### config.mk
export PLATFORM = sky130hd
export DESIGN_NAME = lcd_timing_gen
export DESIGN_NICKNAME = d
export VERILOG_FILES = /design/src/rtl/lcd_timing_gen.sv
export SDC_FILE = /design/constraint.sdc
export NUM_CORES = 1
export LEC_CHECK = 0
export BUFFER_PORTS_ARGS = -buffer_cell sky130_fd_sc_hd__buf_2
export CAP_MARGIN = 15
export CORE_MARGIN = 10
export CORE_UTILIZATION = 25
export CTS_CLUSTER_DIAMETER = 30
export DETAILED_ROUTE_END_ITERATION = 6
export GPL_TIMING_DRIVEN = 0
export SLEW_MARGIN = 40
export SYNTH_ARGS = -nofsm -noshare
export SYNTH_HDL_FRONTEND = slang
export SYNTH_SLANG_ARGS = --single-unit
### constraint.sdc
create_clock -name clk9MHz -period 2 [get_ports clk9MHz]
set_clock_uncertainty 0.05 [all_clocks]
set_input_delay 0.3 -clock clk9MHz [delete_from_list [all_inputs] [get_ports clk9MHz]]
set_output_delay 0.3 -clock clk9MHz [all_outputs]
set_load 0.005 [all_outputs]
### src/rtl/lcd_timing_gen.sv
// Raster timing for a 480x272 LCD: startup delay, h/v counters,
// and HSYNC/VSYNC/DE registered one clock behind the counters.
module lcd_timing_gen #(
    parameter int unsigned H_SYNC         = 41,
    parameter int unsigned H_BACK         = 2,
    parameter int unsigned H_ACTIVE       = 480,
    parameter int unsigned H_FRONT        = 2,
    parameter int unsigned V_SYNC         = 10,
    parameter int unsigned V_BACK         = 2,
    parameter int unsigned V_ACTIVE       = 272,
    parameter int unsigned V_FRONT        = 2,
    parameter int unsigned STARTUP_CYCLES = 9000
) (
    input  logic       clk9MHz,
    input  logic       reset,
    output logic [9:0] vgaCount,
    output logic [8:0] lineCount,
    output logic       inActive,
    output logic       frameStart,
    output logic       start,
    output logic       hsync_n,
    output logic       vsync_n,
    output logic       dataEnable
);
    localparam int unsigned H_TOTAL = H_SYNC + H_BACK + H_ACTIVE + H_FRONT;
    localparam int unsigned V_TOTAL = V_SYNC + V_BACK + V_ACTIVE + V_FRONT;
    localparam int TW = (STARTUP_CYCLES > 1) ? $clog2(STARTUP_CYCLES) : 1;

    localparam logic [9:0] H_LAST = 10'(H_TOTAL - 1);
    localparam logic [8:0] V_LAST = 9'(V_TOTAL - 1);
    localparam logic [9:0] H_SYNC_W = 10'(H_SYNC);
    localparam logic [8:0] V_SYNC_W = 9'(V_SYNC);
    localparam logic [9:0] HA_FIRST = 10'(H_SYNC + H_BACK);
    localparam logic [9:0] HA_LAST = 10'(H_SYNC + H_BACK + H_ACTIVE - 1);
    localparam logic [8:0] VA_FIRST = 9'(V_SYNC + V_BACK);
    localparam logic [8:0] VA_LAST = 9'(V_SYNC + V_BACK + V_ACTIVE - 1);
    localparam logic [TW-1:0] T_LAST = TW'(STARTUP_CYCLES - 1);

    if (H_TOTAL > 1024) begin : g_h_chk
        $error("H_TOTAL exceeds 10-bit counter");
    end
    if (V_TOTAL > 512) begin : g_v_chk
        $error("V_TOTAL exceeds 9-bit counter");
    end
    if (STARTUP_CYCLES < 1) begin : g_s_chk
        $error("STARTUP_CYCLES must be at least 1");
    end

    typedef enum logic {
        WAIT,
        RUN
    } state_t;

    state_t        state_q, state_d;
    logic [TW-1:0] timer_q, timer_d;
    logic [9:0]    h_q, h_d;
    logic [8:0]    v_q, v_d;
    logic          hs_n_q, vs_n_q, de_q;
    logic          run;

    always_comb begin
        state_d = state_q;
        timer_d = timer_q;
        h_d     = h_q;
        v_d     = v_q;
        unique case (state_q)
            WAIT: begin
                timer_d = timer_q + TW'(1);
                if (timer_q == T_LAST) state_d = RUN;
            end
            RUN: begin
                if (h_q == H_LAST) begin
                    h_d = '0;
                    v_d = (v_q == V_LAST) ? '0 : v_q + 9'd1;
                end else begin
                    h_d = h_q + 10'd1;
                end
            end
            default: state_d = WAIT;
        endcase
    end

    assign run = (state_q == RUN);
    assign inActive = run &&
                      h_q >= HA_FIRST && h_q <= HA_LAST &&
                      v_q >= VA_FIRST && v_q <= VA_LAST;
    assign frameStart = run && h_q == '0 && v_q == '0;

    always_ff @(posedge clk9MHz) begin
        if (reset) begin
            state_q <= WAIT;
            timer_q <= '0;
            h_q     <= '0;
            v_q     <= '0;
            hs_n_q  <= 1'b1;
            vs_n_q  <= 1'b1;
            de_q    <= 1'b0;
        end else begin
            state_q <= state_d;
            timer_q <= timer_d;
            h_q     <= h_d;
            v_q     <= v_d;
            // panel signals lag the counters to line up with registered RGB
            hs_n_q  <= ~(run && h_q < H_SYNC_W);
            vs_n_q  <= ~(run && v_q < V_SYNC_W);
            de_q    <= inActive;
        end
    end

    assign vgaCount   = h_q;
    assign lineCount  = v_q;
    assign start      = run;
    assign hsync_n    = hs_n_q;
    assign vsync_n    = vs_n_q;
    assign dataEnable = de_q;
endmodule

==> out/results.ini, run 1 <==
[status]
status = complete, but fails checks
violations = negative setup slack

[final_layout]
instances_no_fill = 386
antenna_cells = 0
area_growth_pct = 31.2
final_nets = 292
layout-drive-gt1-share_pct = 32.4

[synthesis]
muxShareOfSynthArea_pct = 2.19
yosys.cell_types.count = 43
synthFlopType = dfxtp_1
yosysWarnings = 0
synthAdderAreaFrac_pct = 4.50
avgSynthCellArea_sq_um = 8.25
syn_inst = 236
syn_nets = 245
seq_area_frac_synth_pct = 38.0
synth_seq_cells = 37
synth_top_family_by_area = simple AND/OR/NAND/NOR gates
netlist_area_sq_um = 1950
synthSimpleGateAreaFrac_pct = 34.2
synth_edf_count = 0
synth_compound_area_share_pct = 9.19
async_reset_ff_share_pct = 0
synth-xor-area-share_pct = 7.65

[clock_tree]
numCtsBuffers = 5
cts_hold_buf = 0
clock_latency_ns = 0.29
path_clk_slew_ns = 0.08
htreeDepth = 2
tritoncts = yes
clk_path_buf_depth = 2
cts_root_buf = clkbuf_8
cts.sink_count = 37

[pwr]
p_total_uw = 1290
power.density_nw_per_um2 = 506
p_leak_uw = 0.000935
max-vdd-ir-drop_v = 0.000213

[global_routing]
track_usage_pct = 8.68
overflow = 0
antenna_found_initial = 0
grt_pass1_wl_um = 8420
grt_pass1_vias = 1790
grt_max_degree = 13

[worst_setup_path]
critPathMaxStageDelay_ns = 0.54
crit_cells = 5
path_cells = or4_4, a21oi_4, a21oi_2, and2_1, buf_2
cp_slowest_cell = or4_4
r2r_setup_slack_ns = 0.07
crit_arrival_ns = 1.69
r2r-end = hsync_n
end_kind = output port
path_class = flip-flop to output port
start_kind = flip-flop
path_buf_inv = 1
r2r_cells = 10
cp_top_family = simple AND/OR/NAND/NOR gates
r2r-start = vgaCount[6]
crit_path_max_fanout = 3
crit_required_ns = 1.65

[job]
maxCapViolCount = 0

[placed_design]
hpwl_um = 3480
place.gp.congestion = 0.832
portBuffers = 26
dp_cells = 364

[sta]
max_slew.worst_pin.slew_ns = 0.454
finalHoldViolCount = 0
finalCritPeriodShare_pct = 102
period_minus_slack_ns = 2.04
whs_ns = 0.251
finalMaxSlewViolations = 0
setup_slack_ns = -0.0448
finalSetupViolations = 1
relSlewSlack_pct = 69.8
rsz0062_at_grt = yes
fmax_mhz = 489

[floorplanning]
rows = 32
die_y_um = 108
dieWidth_um = 108
start_util_pct = 25.5
design.core.area_sq_um = 7650
die_area_sq_um = 11700
pin_count = 27

[routing]
detail-route-antenna-nets = 0
via_per_inst = 4.78
wl_um = 5170
drt-pass1-iter-count = 4
drc_errors = 0
wire_per_inst_um = 13.4
drtIter0Drc = 74
vias = 1844

[min_path]
whs_path_depth = 3
hold_path.class = input port to flip-flop
whs_endpoint = lineCount[8]
worstHoldStart = reset

-- repair_timing --
| action | 4_1_cts | 5_1_grt |
|---|---|---|
| gates resized for setup | 18 | 30 |
| pin swaps | 0 | 4 |
| endpoints found under the hold margin | 0 | 0 |
| buffers inserted | 9 | 6 |
| endpoints found under the setup margin | 2 | 4 |
-- through the flow --
step | setup slack, ns | setup TNS (ns) | utilization, % | instance area (sq um)
after floorplan | 0.379 | 0 | - | 1950
after global placement | 0.0789 | 0 | 28.8 | 2200
after detailed placement | 0.0708 | 0 | 28.8 | 2200
after CTS | -0.0292 | -0.0292 | 31.5 | 2410
after global routing | -0.120 | -0.151 | 33.4 | 2550
final | -0.0448 | -0.0448 | 33.4 | 2550
-- cell families (layout without fill, tap and decap cells) --
| logic type | Yosys count | after routing |
|---|---|---|
| AOI/OAI and AO/OA | 31 | 31 |
| xor gates and xnor gates | 17 | 17 |
| adders and majority gates | 7 | 7 |
| buffers and inverters | 17 | 65 |
| DFF | 37 | 37 |
| muxes | 4 | 4 |
| and+or+nand+nor | 123 | 123 |
-- synth_stat cells (all sizes together) (4+ instances only) --
cell,number,area share (%)
a21oi,13,3.3
or3,7,2.8
nor3,10,2.8
nand4,9,2.9
and3,5,1.7
o21ai,11,2.8
nor2,31,6.0
nand3,12,3.3
ha,7,4.5
xnor2,11,4.9
buf,6,2.1
nor4,5,1.6
or4,4,1.5
xor2,6,2.7
nand2,23,4.4
dfxtp,37,38
inv,8,1.5
-- area by class of cell --
| class | count | area, sq um |
|---|---|---|
| Multi-Input combinational cell | 182 | 1240 |
| Buffer | 9 | 60.1 |
| Inverter | 8 | 35.0 |
| Clock buffer | 5 | 68.8 |
| Tap cell | 102 | 128 |
| Clock inverter | 3 | 17.5 |
| Timing Repair Buffer | 40 | 239 |
| Fill cell | 791 | 5090 |
| Sequential cell | 37 | 769 |
-- worst reg2reg max path, cell delays in order, from the launching register on --
cell and delay, ns:
dfxtp_4 0.35, or4_4 0.54, a21oi_4 0.17, buf_6 0.11, buf_4 0.09, buf_4 0.10
buf_4 0.09, buf_4 0.09, buf_4 0.09, buf_4 0.09, nand3_2 0.04
-- flip-flops by register name, indices dropped and copies added (netlist names) --
signal / flops
dataEnable: 1
hsync_n: 1
lineCount: 9
start: 1
timer_q: 14
vgaCount: 10
vsync_n: 1
-- cells in the final DEF, fill, tap and decap left out, drive strengths merged, types with 4 or more instances in the layout --
cell type  instances
a21oi             13
inv                8
or4                4
or3                7
xnor2             11
nand2             23
nor4               5
xor2               6
and3               5
o21ai             11
nor3              10
nand4              9
nand3             12
dfxtp             37
buf               46
clkbuf             8
ha                 7
nor2              31
-- where the power goes --
group	total (uW)	switching, uW	internal [uW]
logic	31.4	22.8	8.66
registers	739	5.92	733
clock network	522	281	241
total	1290	310	982
-- per-layer routing --
metal  track usage [%]  vias up  wire (um)  part of all wire, %
li1                  -      940          -                    -
met1              9.85      862       2280                   44
met2              15.1       33       2530                   49
met3              2.56        9        276                  5.3
met4              2.96        0         82                  1.6
met5                 0        -          0                    0
-- worst max-delay path by stage --
stage,slack (ns),from,endpoint
floorplan,0.38,lineCount[0],lineCount[8]
global placement,0.08,reset,timer_q[9]
detailed placement,0.07,vgaCount[0],vgaCount[4]
CTS,-0.03,vgaCount[9],inActive
global route,-0.12,lineCount[3],inActive
finish,-0.04,vgaCount[6],inActive
No activity file was read; power rests on OpenSTA's default activity.
==> run 2, diff against run 1 <==
- CORE_UTILIZATION: 25 -> 53
- PLACE_DENSITY: unset -> 0.75
==> out/results.ini, run 2 (same netlist as run 1, synthesis figures left out) <==
[pwr]
power.density_nw_per_um2 = 580  ; +15%
clock_power_share_pct = 42.8  ; +2.4 points
sw_frac_of_total_pct = 21.9  ; -2.1 points
switching_power_uw = 297  ; -4.2%
internal_power_uw = 1060  ; +7.6%
p_leak_uw = 0.000861  ; -7.9%
p_comb_share_pct = 2.3  ; about the same
max-vdd-ir-drop_v = 0.000466  ; +120%
seq_power_share_pct = 54.9  ; -2.3 points

[sta]
finalCritPeriodShare_pct = 101  ; -1.0 points
rsz0062_at_grt = yes
setup_slack_ns = -0.0243  ; +0.0205 ns
period_minus_slack_ns = 2.02  ; -0.0205 ns
fmax_mhz = 494  ; +1.0%
finalMaxSlewViolations = 0  ; unchanged
relSlewSlack_pct = 70.9  ; +1.1 points
whs_ns = 0.242  ; -0.00903 ns
max_slew.worst_pin.slew_ns = 0.437  ; -0.0166 ns
finalSetupViolations = 1  ; unchanged
finalHoldViolCount = 0  ; unchanged

[floorplanning]
die_y_um = 80.6  ; -26%
start_util_pct = 56.6  ; +31 points
rows = 21  ; -34%
dieWidth_um = 80.6  ; -26%
design.core.area_sq_um = 3440  ; -55%
pin_count = 27  ; unchanged
die_area_sq_um = 6500  ; -45%

[min_path]
worstHoldStart = reset
hold_path.class = input port to flip-flop
whs_endpoint = lineCount[8]
whs_path_depth = 3  ; unchanged

[global_routing]
grt_max_degree = 12  ; -1
track_usage_pct = 14.0  ; +5.4 points
overflow = 0  ; unchanged
grt_pass1_vias = 1584  ; -12%
grt_pass1_wl_um = 7450  ; -11%
antenna_found_initial = 0  ; unchanged

[final_layout]
final_nets = 279  ; -4.5%
multi_input_area_sq_um = 1200  ; -3.3%
top_register = timer_q
fill_cells = 289  ; -63%
post-route-util_pct = 67.8  ; +34 points
largest_reg_flops = 14  ; unchanged
layout-drive-gt1-share_pct = 25.1  ; -7.3 points
regArea_sq_um = 758  ; -1.5%
antenna_cells = 0  ; unchanged
final_area_sq_um = 2330  ; -8.6%
area_growth_pct = 19.9
layout_common_cells = 31 x nor2_1, 29 x buf_2, 29 x dfxtp_1
layout_commonest_cell = nor2_1

[clock_tree]
cts.sink_count = 37  ; unchanged
cts_root_buf = clkbuf_8
numCtsBuffers = 5  ; unchanged
htreeDepth = 2  ; unchanged
clk_path_buf_depth = 2  ; unchanged
path_clk_slew_ns = 0.08  ; about the same
tritoncts = yes
clock_latency_ns = 0.29  ; about the same

[worst_setup_path]
r2r-start = vgaCount[0]
r2r-end = vgaCount[7]
end_kind = output port
crit_path_max_fanout = 5  ; +2
path_class = flip-flop to output port
crit_arrival_ns = 1.67  ; -0.02 ns
start_kind = flip-flop
r2r_setup_slack_ns = 0.13  ; +0.06 ns
crit_required_ns = 1.65  ; about the same
r2r_cells = 7  ; -3

[placed_design]
portBuffers = 26  ; unchanged
place.gp.congestion = 0.929  ; +12%
dpl_cell_area_sq_um = 2130  ; -3.2%
hpwl_um = 3200  ; -8.1%

[routing]
wire_per_inst_um = 14.6  ; +9.4%
detail-route-antenna-nets = 0  ; unchanged
vias = 1768  ; -4.1%
via_per_inst = 5.58  ; +17%
drtIter0Drc = 188  ; +150%
drt-pass1-iter-count = 4  ; unchanged
wl_um = 4640  ; -10%
drc_errors = 0  ; unchanged

[status]
status = complete, but fails checks
violations = negative setup slack

[job]
maxCapViolCount = 0  ; unchanged

[run 2: worst max-delay path: stages, from the launching register on]
cell and delay [ns]:
dfxtp_4 0.36, or4_4 0.55, a21oi_4 0.15, a21oi_2 0.07, and2_1 0.14, buf_2 0.12
[run 2: metal layers]
layer | GRT usage [%] | up-vias | part of all wire, %
met2 | 23.6 | 49 | 49
met4 | 5.28 | 0 | 1.2
li1 | - | 904 | -
met1 | 16.6 | 808 | 43
met3 | 3.45 | 7 | 6.1
met5 | 0 | - | 0
[run 2: power by group through the flow]
stage               Sequential [uW]  Clock (uW)  Combinational [uW]
floorplan                       763           0                22.0
global placement                764           0                29.8
detailed placement              765           0                30.3
CTS                             747         587                30.1
global route                    744         618                35.1
finish                          743         580                30.8
[run 2: final cells by class]
type / count / share of cell area [%]
clock inverters: 1 / 0.214
plain buffers: 9 / 2.30
well taps: 46 / 2.47
inverters: 8 / 1.29
clock buffers: 7 / 4.13
multi-input cells: 182 / 51.2
repair buffers: 27 / 5.89
flip-flops and latches: 37 / 32.5
[run 2: worst max-delay path by stage]
stage                       from           end  slack, ns  depth (start not counted)
finish               vgaCount[6]      inActive      -0.02                          5
global route         vgaCount[6]      inActive      -0.09                          5
CTS                  vgaCount[9]      inActive      -0.05                          5
detailed placement   vgaCount[0]   vgaCount[4]       0.09                          7
global placement     vgaCount[0]   vgaCount[4]        0.1                          7
floorplan           lineCount[0]  lineCount[8]       0.38                          5
[run 2: metrics by stage]
step	worst slack [ns]	TNS (ns)	power, uW	cells
final	-0.0243	-0.0243	1350	317
after CTS	-0.0544	-0.0544	1360	316
after detailed placement	0.0903	0	795	308
after floorplan	0.379	0	785	236
after global placement	0.0995	0	794	308
after global routing	-0.0877	-0.121	1400	317
[run 2: repair_timing]
action | CTS | global route
cloned | 0 | 0
setup buffers | 0 | 1
endpoints found under the hold margin | 0 | 0
pin swaps | 0 | 2
resized for setup | 12 | 13
endpoints found under the setup margin | 2 | 9
hold buffers | 0 | 0
==> run 3, diff against run 2 <==
- CORE_UTILIZATION: 53 -> 50
- PLACE_DENSITY: 0.75 -> 0.74
- clock period: 2 -> 1.65 ns (I/O delays scaled with it)
==> out/results.ini, run 3 (same netlist as run 1, synthesis figures left out) <==
[worst_setup_path]
crit_end = inActive
crit_cells = 6  ; +1
r2r_cells = 10  ; +3
crit_required_ns = 1.35  ; -0.30 ns
crit_top_cell = buf_2
critPathMaxStageDelay_ns = 0.34  ; -0.21 ns
path_cells = buf_2, nor4bb_4, nand2_1, a21oi_2, and2_1, buf_2
start_kind = flip-flop
crit_path_max_fanout = 9  ; +4
r2r-end = hsync_n
cp_top_family = simple AND/OR/NAND/NOR gates
path_class = flip-flop to output port
path_buf_inv = 2  ; +1
r2r-start = vgaCount[6]
end_kind = output port
cp_slowest_cell = dfxtp_1
crit_arrival_ns = 1.74  ; +0.07 ns
critPathLaunch = vgaCount[3]
r2r_setup_slack_ns = -0.25  ; -0.38 ns

[status]
status = complete, but fails checks
violations = negative setup slack

[pwr]
power.density_nw_per_um2 = 596  ; +2.8%
seq_power_share_pct = 56.9  ; +2.0 points
sw_frac_of_total_pct = 21.8  ; -0.11 points
p_total_uw = 1570  ; +16%
switching_power_uw = 343  ; +16%
p_comb_share_pct = 2.5  ; +0.2 points
p_leak_uw = 0.000975  ; +13%
internal_power_uw = 1230  ; +16%
max-vdd-ir-drop_v = 0.000521  ; +12%
clock_power_share_pct = 40.6  ; -2.2 points

[floorplanning]
pin_count = 27  ; unchanged
rows = 22  ; +4.8%
design.core.area_sq_um = 3720  ; +8.0%
die_y_um = 82.4  ; +2.2%
start_util_pct = 52.4  ; -4.2 points
die_area_sq_um = 6790  ; +4.5%
dieWidth_um = 82.4  ; +2.2%

[routing]
drc_errors = 0  ; unchanged
via_per_inst = 5.97  ; +7.1%
drt-pass1-iter-count = 4  ; unchanged
wl_um = 5830  ; +26%
drtIter0Drc = 219  ; +16%
detail-route-antenna-nets = 0  ; unchanged
vias = 2013  ; +14%
wire_per_inst_um = 17.3  ; +18%

[clock_tree]
clk_path_buf_depth = 2  ; unchanged
numCtsBuffers = 5  ; unchanged
cts.sink_count = 37  ; unchanged
clock_latency_ns = 0.29  ; about the same
path_clk_slew_ns = 0.08  ; about the same
tritoncts = yes
htreeDepth = 2  ; unchanged
cts_root_buf = clkbuf_8

[sta]
finalMaxSlewViolations = 0  ; unchanged
setup_tns_ns = -1.45  ; -1.43 ns
period_minus_slack_ns = 2.04
finalCritPeriodShare_pct = 123
finalHoldViolCount = 0  ; unchanged
rsz0062_at_grt = yes
finalSetupViolations = 9  ; +8
max_slew.worst_pin.slew_ns = 0.458  ; +0.0212 ns
fmax_mhz = 491
relSlewSlack_pct = 69.5  ; -1.4 points
setup_slack_ns = -0.385  ; -0.361 ns

[global_routing]
overflow = 0  ; unchanged
grt_max_degree = 11  ; -1
grt_pass1_wl_um = 8760  ; +18%
antenna_found_initial = 0  ; unchanged
grt_pass1_vias = 1853  ; +17%
track_usage_pct = 16.3  ; +2.2 points

[job]
maxCapViolCount = 0  ; unchanged

[final_layout]
fill_cells = 262  ; -9.3%
layout_common_cells = 31 x nor2_1, 29 x buf_2, 23 x dfxtp_1
top_register = timer_q
area_growth_pct = 35.4
layout-drive-gt1-share_pct = 38.4  ; +13 points
layout_commonest_cell = nor2_1
final_nets = 298  ; +6.8%
antenna_cells = 0  ; unchanged
largest_reg_flops = 14  ; unchanged
instances_no_fill = 337  ; +6.3%

[placed_design]
dp_cells = 310  ; +0.65%
place.gp.congestion = 0.878  ; -5.4%
hpwl_um = 3190  ; -0.35%
portBuffers = 26  ; unchanged

[min_path]
hold_path.class = input port to flip-flop

run 3: worst min-delay path by stage:
stage,from,end,cells past startpoint
floorplan,reset,lineCount[8],2
CTS,reset,lineCount[8],3
global route,reset,lineCount[8],3
finish,reset,lineCount[8],3
global placement,timer_q[8],timer_q[8],2
detailed placement,timer_q[8],timer_q[8],2
run 3: power by group through the flow:
stage | Sequential, uW | Combinational [uW] | Clock (uW)
floorplan | 925 | 26.7 | 0
global placement | 926 | 36.6 | 0
detailed placement | 926 | 37.7 | 0
CTS | 898 | 38.7 | 642
global route | 896 | 44.8 | 687
finish | 895 | 39.3 | 638
run 3: layer usage:
layer / track usage [%] / share of wire [%] / vias to the layer above
met5: 0 / 0 / -
met4: 9.52 / 2.9 / 0
met3: 3.46 / 7.5 / 22
met2: 25.4 / 49 / 97
met1: 20.1 / 41 / 951
li1: - / - / 943
run 3: tightest hold or removal path, delay by kind of cell:
kind	cells	cell delay, ns
buffers and inverters	1	0.09
AND/OR/NAND/NOR	1	0.11
AO/OA/AOI/OAI	1	0.05
run 3: cell type report:
cell class                 count  area [sq um]  area share (%)
buffer                         9          57.6            2.18
clock buffer                   7          86.3            3.27
inverter                       8          32.5            1.23
multi-input combinational    182          1320            49.9
sequential                    37           776            29.4
tap                           48          60.1            2.28
timing repair buffer          46           308            11.7
run 3: timing repair:
| item | in CTS | in global routing |
|---|---|---|
| pin swaps | 3 | 11 |
| gates resized for setup | 45 | 35 |
| setup buffers | 15 | 4 |
| hold buffers | 0 | 0 |
| setup endpoints to repair | 20 | 28 |
| cloned | 1 | 0 |
run 3: metrics by stage:
step	hold WS, ns	cell area (sq um)	utilization, %	worst slack [ns]
global placement	0.451	2140	57.5	-0.215
global route	0.209	2640	70.9	-0.476
CTS	0.197	2480	66.7	-0.302
floorplan	0.384	1950	-	0.0292
detailed placement	0.470	2140	57.5	-0.225
finish	0.208	2640	70.9	-0.385
